[config.mk]
export PLATFORM = sky130hd
export DESIGN_NAME = scan_xchg_engine
export DESIGN_NICKNAME = d
export VERILOG_FILES = /design/src/rtl/scan_xchg_pkg.sv /design/src/rtl/scan_shift_reg.sv /design/src/rtl/scan_xchg_engine.sv
export SDC_FILE = /design/constraint.sdc
export NUM_CORES = 1
export LEC_CHECK = 0
export ABC_AREA = 1
export ABC_CLOCK_PERIOD_IN_PS = 17300
export BUFFER_PORTS_ARGS = -buffer_cell sky130_fd_sc_hd__buf_2
export CORE_MARGIN = 2
export CORE_UTILIZATION = 59
export DETAILED_ROUTE_END_ITERATION = 6
export GPL_ROUTABILITY_DRIVEN = 0
export HOLD_SLACK_MARGIN = 0.1
export PLACE_DENSITY_LB_ADDON = 0.3
export SYNTH_ARGS = -nofsm -noshare
export SYNTH_HDL_FRONTEND = slang
export SYNTH_HIERARCHICAL = 1
export SYNTH_SLANG_ARGS = --single-unit
[constraint.sdc]
create_clock -name clk_in -period 17.3 [get_ports clk_in]
set_input_delay 0.865 -clock clk_in [delete_from_list [all_inputs] [get_ports clk_in]]
set_output_delay 0.865 -clock clk_in [all_outputs]
set_load 0.05 [all_outputs]
[src/rtl/scan_xchg_pkg.sv]
// scan_xchg_pkg
// Shared definitions for the scan-exchange engine: command opcodes, the
// sequencer state encoding and default timing constants.
package scan_xchg_pkg;

   // Default number of RUN cycles before a halt flag is honoured.
   localparam int MIN_RUN_DEF    = 4;
   // Default length of the processor reset pulse, in clock cycles.
   localparam int RST_CYCLES_DEF = 2;

   typedef enum logic [1:0] {
      OP_RESET = 2'd0,
      OP_XCHG  = 2'd1,
      OP_RUN   = 2'd2,
      OP_RSVD  = 2'd3
   } op_e;

   typedef enum logic [2:0] {
      ST_IDLE  = 3'd0,
      ST_RESET = 3'd1,
      ST_SHIFT = 3'd2,
      ST_GAP   = 3'd3,
      ST_RUN   = 3'd4,
      ST_DONE  = 3'd5
   } state_e;

endpackage

[src/rtl/scan_shift_reg.sv]
// scan_shift_reg
// Parallel-load / serial-shift / capture register for one scan-chain image.
// The MSB is presented to the chain first; the bit returned by the chain is
// appended at the LSB, so after CHAIN_LEN shifts the register holds the
// chain's previous contents in the same bit order as the loaded image.
// Ports:
//   clk, rst      clock, asynchronous active-high reset
//   load          load load_data and clear the bit counter
//   load_data     image to be shifted out
//   shift         advance one bit, capturing capture_bit
//   capture_bit   serial bit returned by the chain
//   msb           bit currently driven towards the chain
//   last_bit      high while the final bit of the image is being shifted
//   shifted       register value after the shift in progress
module scan_shift_reg
   import scan_xchg_pkg::*;
#(
   parameter int CHAIN_LEN = 160
) (
   input  logic                 clk,
   input  logic                 rst,
   input  logic                 load,
   input  logic [CHAIN_LEN-1:0] load_data,
   input  logic                 shift,
   input  logic                 capture_bit,
   output logic                 msb,
   output logic                 last_bit,
   output logic [CHAIN_LEN-1:0] shifted
);

   localparam int               CNT_W    = $clog2(CHAIN_LEN);
   localparam logic [CNT_W-1:0] LAST_IDX = CNT_W'(CHAIN_LEN - 1);

   logic [CHAIN_LEN-1:0] sr_reg;
   logic [CNT_W-1:0]     bit_cnt_reg;

   assign shifted  = {sr_reg[CHAIN_LEN-2:0], capture_bit};
   assign msb      = sr_reg[CHAIN_LEN-1];
   assign last_bit = (bit_cnt_reg == LAST_IDX);

   always_ff @(posedge clk or posedge rst) begin
      if (rst) begin
         sr_reg      <= '0;
         bit_cnt_reg <= '0;
      end else if (load) begin
         sr_reg      <= load_data;
         bit_cnt_reg <= '0;
      end else if (shift) begin
         sr_reg      <= shifted;
         bit_cnt_reg <= bit_cnt_reg + 1'b1;
      end
   end

endmodule

[src/rtl/scan_xchg_engine.sv]
// scan_xchg_engine
// Command-driven sequencer for processor scan chains. One command at a time
// is accepted over cmd_valid_in/cmd_ready_out:
//   RESET - pulse proc_rst_out of the target chain for RST_CYCLES cycles
//   XCHG  - shift load_data_in into the chain while capturing its old image
//   RUN   - enable the processor until the cycle limit or its halt flag
// Every command ends with a one-cycle done_out pulse. Non-selected chains see
// all controls held low. Invalid chains and the reserved opcode complete as
// no-ops.
// Ports:
//   clk_in, rst_in             clock, asynchronous active-high reset
//   cmd_*                      command handshake and operands
//   load_data_in               XCHG image (MSB shifted first)
//   unload_data_out            image captured by the last XCHG
//   done_out                   completion pulse
//   halted_out, cycles_out     result of the last RUN
//   proc_rst_out, scan_en_out, proc_en_out, scan_data_out   per-chain controls
//   scan_data_in               chain scan output / halt flag when not scanning
// Optional feature (macro SCAN_XCHG_VERIFY_EN): expect_data_in, expect_mask_in
// and mismatch_out compare the unloaded image against an expected image.
module scan_xchg_engine
   import scan_xchg_pkg::*;
#(
   parameter int  CHAIN_LEN  = 160,
   parameter int  NUM_CHAINS = 2,
   parameter int  CYC_W      = 16,
   parameter int  MIN_RUN    = MIN_RUN_DEF,
   parameter int  RST_CYCLES = RST_CYCLES_DEF,
   localparam int CH_W       = (NUM_CHAINS > 1) ? $clog2(NUM_CHAINS) : 1
) (
   input  logic                  clk_in,
   input  logic                  rst_in,
   input  logic                  cmd_valid_in,
   output logic                  cmd_ready_out,
   input  logic [1:0]            cmd_op_in,
   input  logic [CH_W-1:0]       cmd_chain_in,
   input  logic [CYC_W-1:0]      cmd_cycles_in,
   input  logic [CHAIN_LEN-1:0]  load_data_in,
`ifdef SCAN_XCHG_VERIFY_EN
   input  logic [CHAIN_LEN-1:0]  expect_data_in,
   input  logic [CHAIN_LEN-1:0]  expect_mask_in,
   output logic                  mismatch_out,
`endif
   output logic [CHAIN_LEN-1:0]  unload_data_out,
   output logic                  done_out,
   output logic                  halted_out,
   output logic [CYC_W-1:0]      cycles_out,
   output logic [NUM_CHAINS-1:0] proc_rst_out,
   output logic [NUM_CHAINS-1:0] scan_en_out,
   output logic [NUM_CHAINS-1:0] proc_en_out,
   output logic [NUM_CHAINS-1:0] scan_data_out,
   input  logic [NUM_CHAINS-1:0] scan_data_in
);

   localparam int               RC_W      = (RST_CYCLES > 1) ? $clog2(RST_CYCLES) : 1;
   localparam logic [RC_W-1:0]  RST_LAST  = RC_W'(RST_CYCLES - 1);
   localparam logic [CYC_W-1:0] MIN_RUN_C = CYC_W'(MIN_RUN);

   state_e                  state_reg, state_next;
   logic                    ready_reg, done_reg, halted_reg;
   logic [NUM_CHAINS-1:0]   sel_reg, sel_next, cmd_sel;
   logic [CYC_W-1:0]        limit_reg, run_cnt_reg, cycles_reg, run_cnt_inc;
   logic [RC_W-1:0]         rst_cnt_reg;
   logic [CHAIN_LEN-1:0]    unload_reg, shifted;
   logic [NUM_CHAINS-1:0]   proc_rst_reg, scan_en_reg, proc_en_reg;
   logic                    accept, cmd_ok, sel_in, halt_ok, run_exit;
   logic                    sr_msb, last_bit;
`ifdef SCAN_XCHG_VERIFY_EN
   logic                    mismatch_reg;
`endif

   // One-hot decode of the requested chain; all-zero means out of range.
   for (genvar gi = 0; gi < NUM_CHAINS; gi++) begin : g_sel
      assign cmd_sel[gi] = (cmd_chain_in == CH_W'(gi));
   end

   assign accept   = cmd_valid_in & ready_reg;
   assign cmd_ok   = |cmd_sel;
   assign sel_next = accept ? cmd_sel : sel_reg;

   // Selected chain's return bit: scan data while shifting, halt flag otherwise.
   assign sel_in      = |(scan_data_in & sel_reg);
   assign run_cnt_inc = run_cnt_reg + 1'b1;
   assign halt_ok     = sel_in && (run_cnt_inc >= MIN_RUN_C);
   assign run_exit    = (run_cnt_inc == limit_reg) || halt_ok;

   scan_shift_reg #(
      .CHAIN_LEN (CHAIN_LEN)
   ) u_shift (
      .clk         (clk_in),
      .rst         (rst_in),
      .load        (accept && cmd_ok && (cmd_op_in == OP_XCHG)),
      .load_data   (load_data_in),
      .shift       (state_reg == ST_SHIFT),
      .capture_bit (sel_in),
      .msb         (sr_msb),
      .last_bit    (last_bit),
      .shifted     (shifted)
   );

   always_comb begin
      state_next = state_reg;
      case (state_reg)
         ST_IDLE: begin
            if (accept) begin
               if (!cmd_ok) begin
                  state_next = ST_DONE;
               end else begin
                  case (cmd_op_in)
                     OP_RESET: state_next = ST_RESET;
                     OP_XCHG:  state_next = ST_SHIFT;
                     OP_RUN:   state_next = (cmd_cycles_in == '0) ? ST_DONE : ST_RUN;
                     default:  state_next = ST_DONE;
                  endcase
               end
            end
         end
         ST_RESET: if (rst_cnt_reg == RST_LAST) state_next = ST_GAP;
         ST_SHIFT: if (last_bit) state_next = ST_GAP;
         ST_RUN:   if (run_exit) state_next = ST_GAP;
         ST_GAP:   state_next = ST_DONE;
         ST_DONE:  state_next = ST_IDLE;
         default:  state_next = ST_IDLE;
      endcase
   end

   always_ff @(posedge clk_in or posedge rst_in) begin
      if (rst_in) begin
         state_reg    <= ST_IDLE;
         ready_reg    <= 1'b1;
         done_reg     <= 1'b0;
         halted_reg   <= 1'b0;
         sel_reg      <= '0;
         limit_reg    <= '0;
         run_cnt_reg  <= '0;
         cycles_reg   <= '0;
         rst_cnt_reg  <= '0;
         unload_reg   <= '0;
         proc_rst_reg <= '0;
         scan_en_reg  <= '0;
         proc_en_reg  <= '0;
`ifdef SCAN_XCHG_VERIFY_EN
         mismatch_reg <= 1'b0;
`endif
      end else begin
         state_reg <= state_next;
         ready_reg <= (state_next == ST_IDLE);
         done_reg  <= (state_next == ST_DONE);
         sel_reg   <= sel_next;

         if (accept) begin
            limit_reg   <= cmd_cycles_in;
            run_cnt_reg <= '0;
            rst_cnt_reg <= '0;
            // A zero-length RUN still reports its (empty) result.
            if (cmd_ok && (cmd_op_in == OP_RUN) && (cmd_cycles_in == '0)) begin
               cycles_reg <= '0;
               halted_reg <= 1'b0;
            end
         end

         if (state_reg == ST_RESET) rst_cnt_reg <= rst_cnt_reg + 1'b1;

         if (state_reg == ST_RUN) begin
            run_cnt_reg <= run_cnt_inc;
            if (run_exit) begin
               cycles_reg <= run_cnt_inc;
               halted_reg <= halt_ok;
            end
         end

         if ((state_reg == ST_SHIFT) && last_bit) begin
            unload_reg <= shifted;
`ifdef SCAN_XCHG_VERIFY_EN
            mismatch_reg <= |((shifted ^ expect_data_in) & expect_mask_in);
`endif
         end

         // Controls are registered from the next state so they track it exactly.
         proc_rst_reg <= (state_next == ST_RESET) ? sel_next : '0;
         scan_en_reg  <= (state_next == ST_SHIFT) ? sel_next : '0;
         proc_en_reg  <= (state_next == ST_RUN)   ? sel_next : '0;
      end
   end

   assign cmd_ready_out   = ready_reg;
   assign done_out        = done_reg;
   assign halted_out      = halted_reg;
   assign cycles_out      = cycles_reg;
   assign unload_data_out = unload_reg;
   assign proc_rst_out    = proc_rst_reg;
   assign scan_en_out     = scan_en_reg;
   assign proc_en_out     = proc_en_reg;
   assign scan_data_out   = scan_en_reg & {NUM_CHAINS{sr_msb}};
`ifdef SCAN_XCHG_VERIFY_EN
   assign mismatch_out    = mismatch_reg;
`endif

endmodule

==> results.py, run 1 <==
metrics = {
    "synth": {
        "synthCells": 1875,
        "synth_top_area_frac": 0.561,
        "yosysMostFrequentCell": "nand2_1",
        "synth.largest_area_cell": "dfrtp_1",
        "syn_area_per_cell_sq_um": 9.28,
        "synthArstFlopShare": 1.00,
        "ys_warn_count": 6,
        "synth_area_sq_mm": 0.0174,
        "synth_nets": 2062,
        "synth_edf_count": 0,
        "ys.flop_type": "dfrtp_1",
        "synth_common_cells": "719 x nand2_1, 390 x dfrtp_1, 218 x inv_1",
        "synth_area_leaders": "dfrtp_1 56%, nand2_1 16%, o221ai_2 8.6%, inv_1 4.7%, nand3_1 1.9%",
        "synthDistinctLibCells": 41,
        "ys_ff_latch": 391,
        "synth_seq_area_share": 0.562,
    },
    "setup_path": {
        "crit_top_cell": "nand2_1",
        "cp_max_fo": 97,
        "end_kind": "register",
        "worst_r2r_path_depth": 10,
        "worstPathArrival_ns": 4.23,
        "crit_type": "reg2reg",
        "critPathLaunchType": "register",
        "cp_top_family": "buffers and inverters",
        "path_cells": "ha_1 -> nand2_1 -> nor2_1 -> nand3_1 -> nor2_1 -> nand2_4 -> inv_4 -> buf_4 -> nand2_1 -> nand2_1",
        "path_depth": 10,
        "critPathBufInv": 2,
        "crit_required_ns": 17.75,
        "cp_slowest_stage_delay_ns": 0.89,
        "slowest_stage": "buf_4",
    },
    "routing": {
        "drc": 0,
        "vias": 14300,
        "wire_per_inst_um": 17.4,
        "antenna_left": 0,
        "drtPass1Iterations": 5,
        "vias_per_cell": 5.47,
        "drtIter0Drc": 1205,
        "finalWirelength_um": 45600,
    },
    "clocking": {
        "cts_root_buffer": "clkbuf_16",
        "htree_levels": 2,
        "clock-sinks": 391,
        "cts_hold_buf": 0,
        "cts_inserted_buffers": 40,
        "clk_latency_ns": 0.53,
        "max-clock-path-buffers": 3,
        "postCtsSetupRepairBufs": 0,
        "tritoncts": "built",
        "post_cts_resize_count": 0,
        "clk_pin_slew_ns": 0.06,
    },
    "timing": {
        "setup_viol": 0,
        "post-route-period-util": 0.218,
        "rsz0062_at_grt": "no",
        "fin_skew_ns": 0.0177,
        "fmax_ghz": 0.265,
        "maxSlewHeadroom": 0.237,
        "timing_hold_violations_final": 0,
        "slew_viol_final": 0,
        "worst_pin_slew_ns": 1.15,
        "period_needed_ns": 3.77,
        "fin_setup_tns_ns": 0,
    },
    "global_routing": {
        "grt-ovfl-total": 0,
        "grt_pass1_vias": 14500,
        "grt_util_all_layers": 0.296,
        "grt_max_degree": 108,
        "grt_pass1_wl_um": 73700,
        "antenna_found_initial": 10,
    },
    "placed_design": {
        "portBuffers": 370,
        "dp_hpwl_um": 30600,
        "dp_cells": 2541,
        "place_area_sq_mm": 0.0193,
    },
    "layout": {
        "stdcell_count": 2620,
        "nNetsFinal": 2386,
        "final_area_sq_mm": 0.0206,
        "area_growth_syn_to_layout_pct": 18.3,
        "drive_gt1_frac": 0.265,
        "fillers": 2187,
    },
    "status": {
        "outcome": "finished, final reports clean",
    },
    "power": {
        "powerDensity_mw_per_mm2": 139,
        "total_power_w": 0.00285,
        "vdd_drop_max_mv": 0.0802,
        "p_leak_nw": 11.0,
    },
    "min_path": {
        "hold_depth": 2,
        "hp-class": "reg2reg",
    },
    "floorplan": {
        "core_sq_mm": 0.0289,
        "row_count": 62,
        "initial_core_util": 0.603,
        "die_w_um": 176,
        "die_y_um": 176,
        "design.die.area_sq_mm": 0.0309,
        "pin_count": 371,
    },
    "run": {
        "cap_violations": 0,
    },
}
## metal layers
layer	share of wire	vias up	global-route usage
li1	-	6721	-
met1	0.40	6959	0.382
met2	0.49	529	0.493
met3	0.073	109	0.0656
met4	0.036	6	0.115
met5	0.00083	-	0
## tightest hold or removal path, cell delays in order (launching register included)
cell and delay [ns]:
dfrtp_1 0.34, nand2_1 0.05, nand2_1 0.05
## final timing paths
kind                                        startpoint             endpoint  slack (ns)
worst max-delay path            u_shift/bit_cnt_reg[1]  unload_data_out[35]       13.53
worst min-delay path                u_shift/sr_reg[14]  unload_data_out[15]        0.46
worst max register to register  u_shift/bit_cnt_reg[1]  unload_data_out[35]       13.53
worst min register to register      u_shift/sr_reg[14]  unload_data_out[15]        0.46
max in group asynchronous                       rst_in   u_shift/sr_reg[46]       15.19
min in group asynchronous                       rst_in   unload_data_out[0]        0.48
## kinds of logic (layout without fill, tap and decap cells)
logic type,Yosys count,in the layout,synth area share
other,0,10,0
DFF,391,391,0.562
AOI/OAI and AO/OA,255,255,0.142
xor gates and xnor gates,5,5,0.00252
and+or+nand+nor,897,897,0.209
buffers and inverters,324,675,0.0814
adders and majority gates,3,3,0.00216
## report_power, final
group / total, W / internal [W] / switching (W)
clock: 0.000832 / 0.000481 / 0.000352
combinational: 0.000789 / 0.000260 / 0.000529
sequential: 0.00123 / 0.00111 / 0.000122
total: 0.00285 / 0.00185 / 0.00100
## area by class of cell
cell class	count	area [sq um]	area share
clock buffers	55	1150	0.0558
multi-input cells	1160	6240	0.303
inverters	224	858	0.0417
well taps	384	480	0.0233
flip-flops and latches	391	9790	0.475
clock inverters	14	113	0.00547
repair buffers	382	1940	0.0943
diodes	10	25.0	0.00121
## cell usage in the layout (no fill, tap or decap), drive strengths merged, types with 4 or more instances in the layout
cell,instances
a21oi,24
a22oi,15
buf,382
clkbuf,55
clkinv,13
dfrtp,390
diode,10
inv,224
nand2,736
nand3,71
nand4,10
nor2,74
nor3,5
o21ai,58
o221ai,128
o22ai,27
xor2,4
## metrics by stage
step | setup slack (ns) | hold slack [ns] | utilization
after global placement | 13.25 | 0.446 | 0.669
after detailed placement | 13.13 | 0.453 | 0.669
final | 13.53 | 0.455 | 0.714
after global routing | 13.19 | 0.489 | 0.713
after floorplan | 10.33 | 0.442 | -
after CTS | 13.49 | 0.465 | 0.713
No activity file was read; power rests on OpenSTA's default activity.
==> run 2: changes to the inputs <==
ABC_AREA = 0   (was 1)
ABC_CLOCK_PERIOD_IN_PS = 3300   (was 17300)
CORE_UTILIZATION = 49   (was 59)
clock period = 3.3 ns   (was 17.3 ns; I/O delays follow)
==> results.py, run 2 <==
metrics = {
    "global_routing": {
        "grt_pass1_wl_um": 72100,
        "grt_util_all_layers": 0.248,
        "grt_max_degree": 173,
        "grt_pass1_vias": 13700,
        "antenna_found_initial": 3,
        "grt-ovfl-total": 0,
    },
    "synth": {
        "synth_nets": 1678,
        "synth_top_area_frac": 0.567,
        "syn_area_per_cell_sq_um": 11.5,
        "synth.largest_area_cell": "dfrtp_1",
        "synth_area_sq_mm": 0.0172,
        "synth_edf_count": 0,
        "yosysMostFrequentCell": "dfrtp_1",
        "synthCells": 1491,
        "synth_common_cells": "390 x dfrtp_1, 253 x nand2_1, 196 x o21ai_0",
        "ys_ff_latch": 391,
        "ys_warn_count": 6,
        "ys.flop_type": "dfrtp_1",
        "synthArstFlopShare": 1.00,
        "synth_area_leaders": "dfrtp_1 57%, mux2_2 10%, mux2i_1 10%, o21ai_0 5.7%, nand2_1 5.5%",
        "synth_seq_area_share": 0.569,
        "synthDistinctLibCells": 64,
    },
    "power": {
        "p_leak_nw": 10.9,
        "powerDensity_mw_per_mm2": 721,
        "vdd_drop_max_mv": 0.495,
    },
    "setup_path": {
        "rrSetupSlack_ns": 0.25,
        "cp_max_fo": 15,
        "crit_required_ns": 3.76,
        "end_kind": "register",
        "crit_type": "reg2reg",
        "critPathLaunchType": "register",
        "worstPathArrival_ns": 3.51,
    },
    "routing": {
        "vias_per_cell": 5.37,
        "antenna_left": 0,
        "vias": 13400,
        "met3WireLength_um": 3160,
        "wire_per_inst_um": 18.6,
        "drtPass1Iterations": 5,
        "wl_met1_um": 19000,
        "dr.max_layer_used": "met4",
        "drtIter0Drc": 828,
        "drc": 0,
        "finalWirelength_um": 46500,
        "wl_met2_um": 22700,
    },
    "placed_design": {
        "dp_hpwl_um": 29200,
        "dp_slack_ns": 0.261,
        "portBuffers": 370,
    },
    "timing": {
        "whs_ns": 0.147,
        "post-route-period-util": 0.924,
        "rsz0062_at_grt": "no",
        "worst_pin_slew_ns": 0.956,
        "fin_skew_ns": 0.0182,
        "setup_viol": 0,
        "period_needed_ns": 3.05,
        "fin_ws_ns": 0.251,
        "timing_hold_violations_final": 0,
        "fin_setup_tns_ns": 0,
        "maxSlewHeadroom": 0.360,
        "slew_viol_final": 0,
        "fmax_ghz": 0.328,
    },
    "status": {
        "outcome": "finished, final reports clean",
    },
    "layout": {
        "layout.cells.most_common": "dfrtp_1",
        "drive_gt1_frac": 0.323,
        "nNetsFinal": 2200,
        "fillers": 2603,
        "final_cell_mix": "389 x dfrtp_1, 370 x buf_2, 253 x nand2_1",
        "area_growth_syn_to_layout_pct": 32.6,
    },
    "clocking": {
        "tritoncts": "built",
        "htree_levels": 2,
        "cts_root_buffer": "clkbuf_16",
        "max-clock-path-buffers": 3,
        "clk_latency_ns": 0.55,
        "postCtsSetupRepairBufs": 0,
        "cts_inserted_buffers": 43,
        "clock-sinks": 391,
        "clk_pin_slew_ns": 0.06,
    },
    "run": {
        "cap_violations": 0,
    },
    "floorplan": {
        "initial_core_util": 0.498,
        "design.die.area_sq_mm": 0.0366,
        "die_y_um": 191,
        "die_w_um": 191,
        "core_sq_mm": 0.0345,
        "pin_count": 371,
        "row_count": 68,
    },
    "min_path": {
        "hp-class": "in2reg",
    },
}
run 2: changes by cell type in the layout (fill, tap and decap cells not counted), sizes merged, moves of 19 or more:
cell and delta:
xnor2 +19, mux2i +178, o21ai +139, mux2 +160
o22ai -25, nor2 -48, dlygate4sd3 +179, nand2 -483
buf +20, inv -209, nand3 -52, o221ai -128
run 2: cell families (layout without fill, tap and decap cells):
group	count (synthesis)	after routing	synth area share
AOI/OAI and AO/OA	244	244	0.0771
buffers and inverters	119	673	0.0322
and+or+nand+nor	365	365	0.0954
other	0	5	0
DFF	391	391	0.569
muxes	338	338	0.208
xor gates and xnor gates	31	31	0.0158
adders and majority gates	3	3	0.00218
run 2: what timing repair did:
item | in CTS | in global routing
setup endpoints to repair | 0 | 2
hold buffers | 179 | 0
gates resized for setup | 0 | 1
endpoints found under the hold margin | 230 | 0
run 2: final cells by class:
class,instances,area (sq um),area share
well taps,455,569,0.0250
repair buffers,581,4010,0.176
clock inverters,17,206,0.00905
inverters,15,63.8,0.00280
clock buffers,60,1280,0.0562
multi-input cells,981,6870,0.301
flip-flops and latches,391,9790,0.429
diodes,5,12.5,0.000549
run 2: power breakdown:
part / total (W) / switching (W) / internal, W
logic: 0.00427 / 0.00252 / 0.00176
clock network: 0.00497 / 0.00194 / 0.00302
registers: 0.00720 / 0.00110 / 0.00610
run 2: per-stage QoR:
stage | power (W) | cells | instance area (sq um) | util
floorplan | 0.0101 | 1491 | 17200 | -
global placement | 0.0111 | 2244 | 19500 | 0.565
detailed placement | 0.0113 | 2244 | 19500 | 0.565
CTS | 0.0165 | 2500 | 22800 | 0.660
global route | 0.0174 | 2503 | 22800 | 0.660
finish | 0.0164 | 2505 | 22800 | 0.660
run 2: worst max-delay path, cell delays in order (launching register included):
cell	delay [ns]
dfrtp_1	0.48
ha_1	0.23
nand2_1	0.22
nor4b_2	0.58
xnor2_1	0.18
nor2_1	0.07
a2111oi_2	0.33
nand4_2	0.19
o21ai_2	0.24
buf_12	0.20
mux2i_1	0.22
run 2: path summary, 6_finish.rpt:
| check | end | cells after the start | startpoint |
|---|---|---|---|
| setup / recovery | cycles_out[6] | 10 | run_cnt_reg[0] |
| hold / removal | unload_data_out[0] | 3 | scan_data_in[1] |
| setup reg to reg | cycles_out[6] | 10 | run_cnt_reg[0] |
| hold reg to reg | limit_reg[15] | 2 | limit_reg[15] |
| max in group asynchronous | u_shift/sr_reg[14] | 4 | rst_in |
| min in group asynchronous | unload_data_out[16] | 3 | rst_in |
run 2: metal layers:
metal / GRT usage / up-vias
met1: 0.318 / 6629
met2: 0.408 / 457
li1: - / 6248
met3: 0.0547 / 109
met5: 0 / -
met4: 0.102 / 0
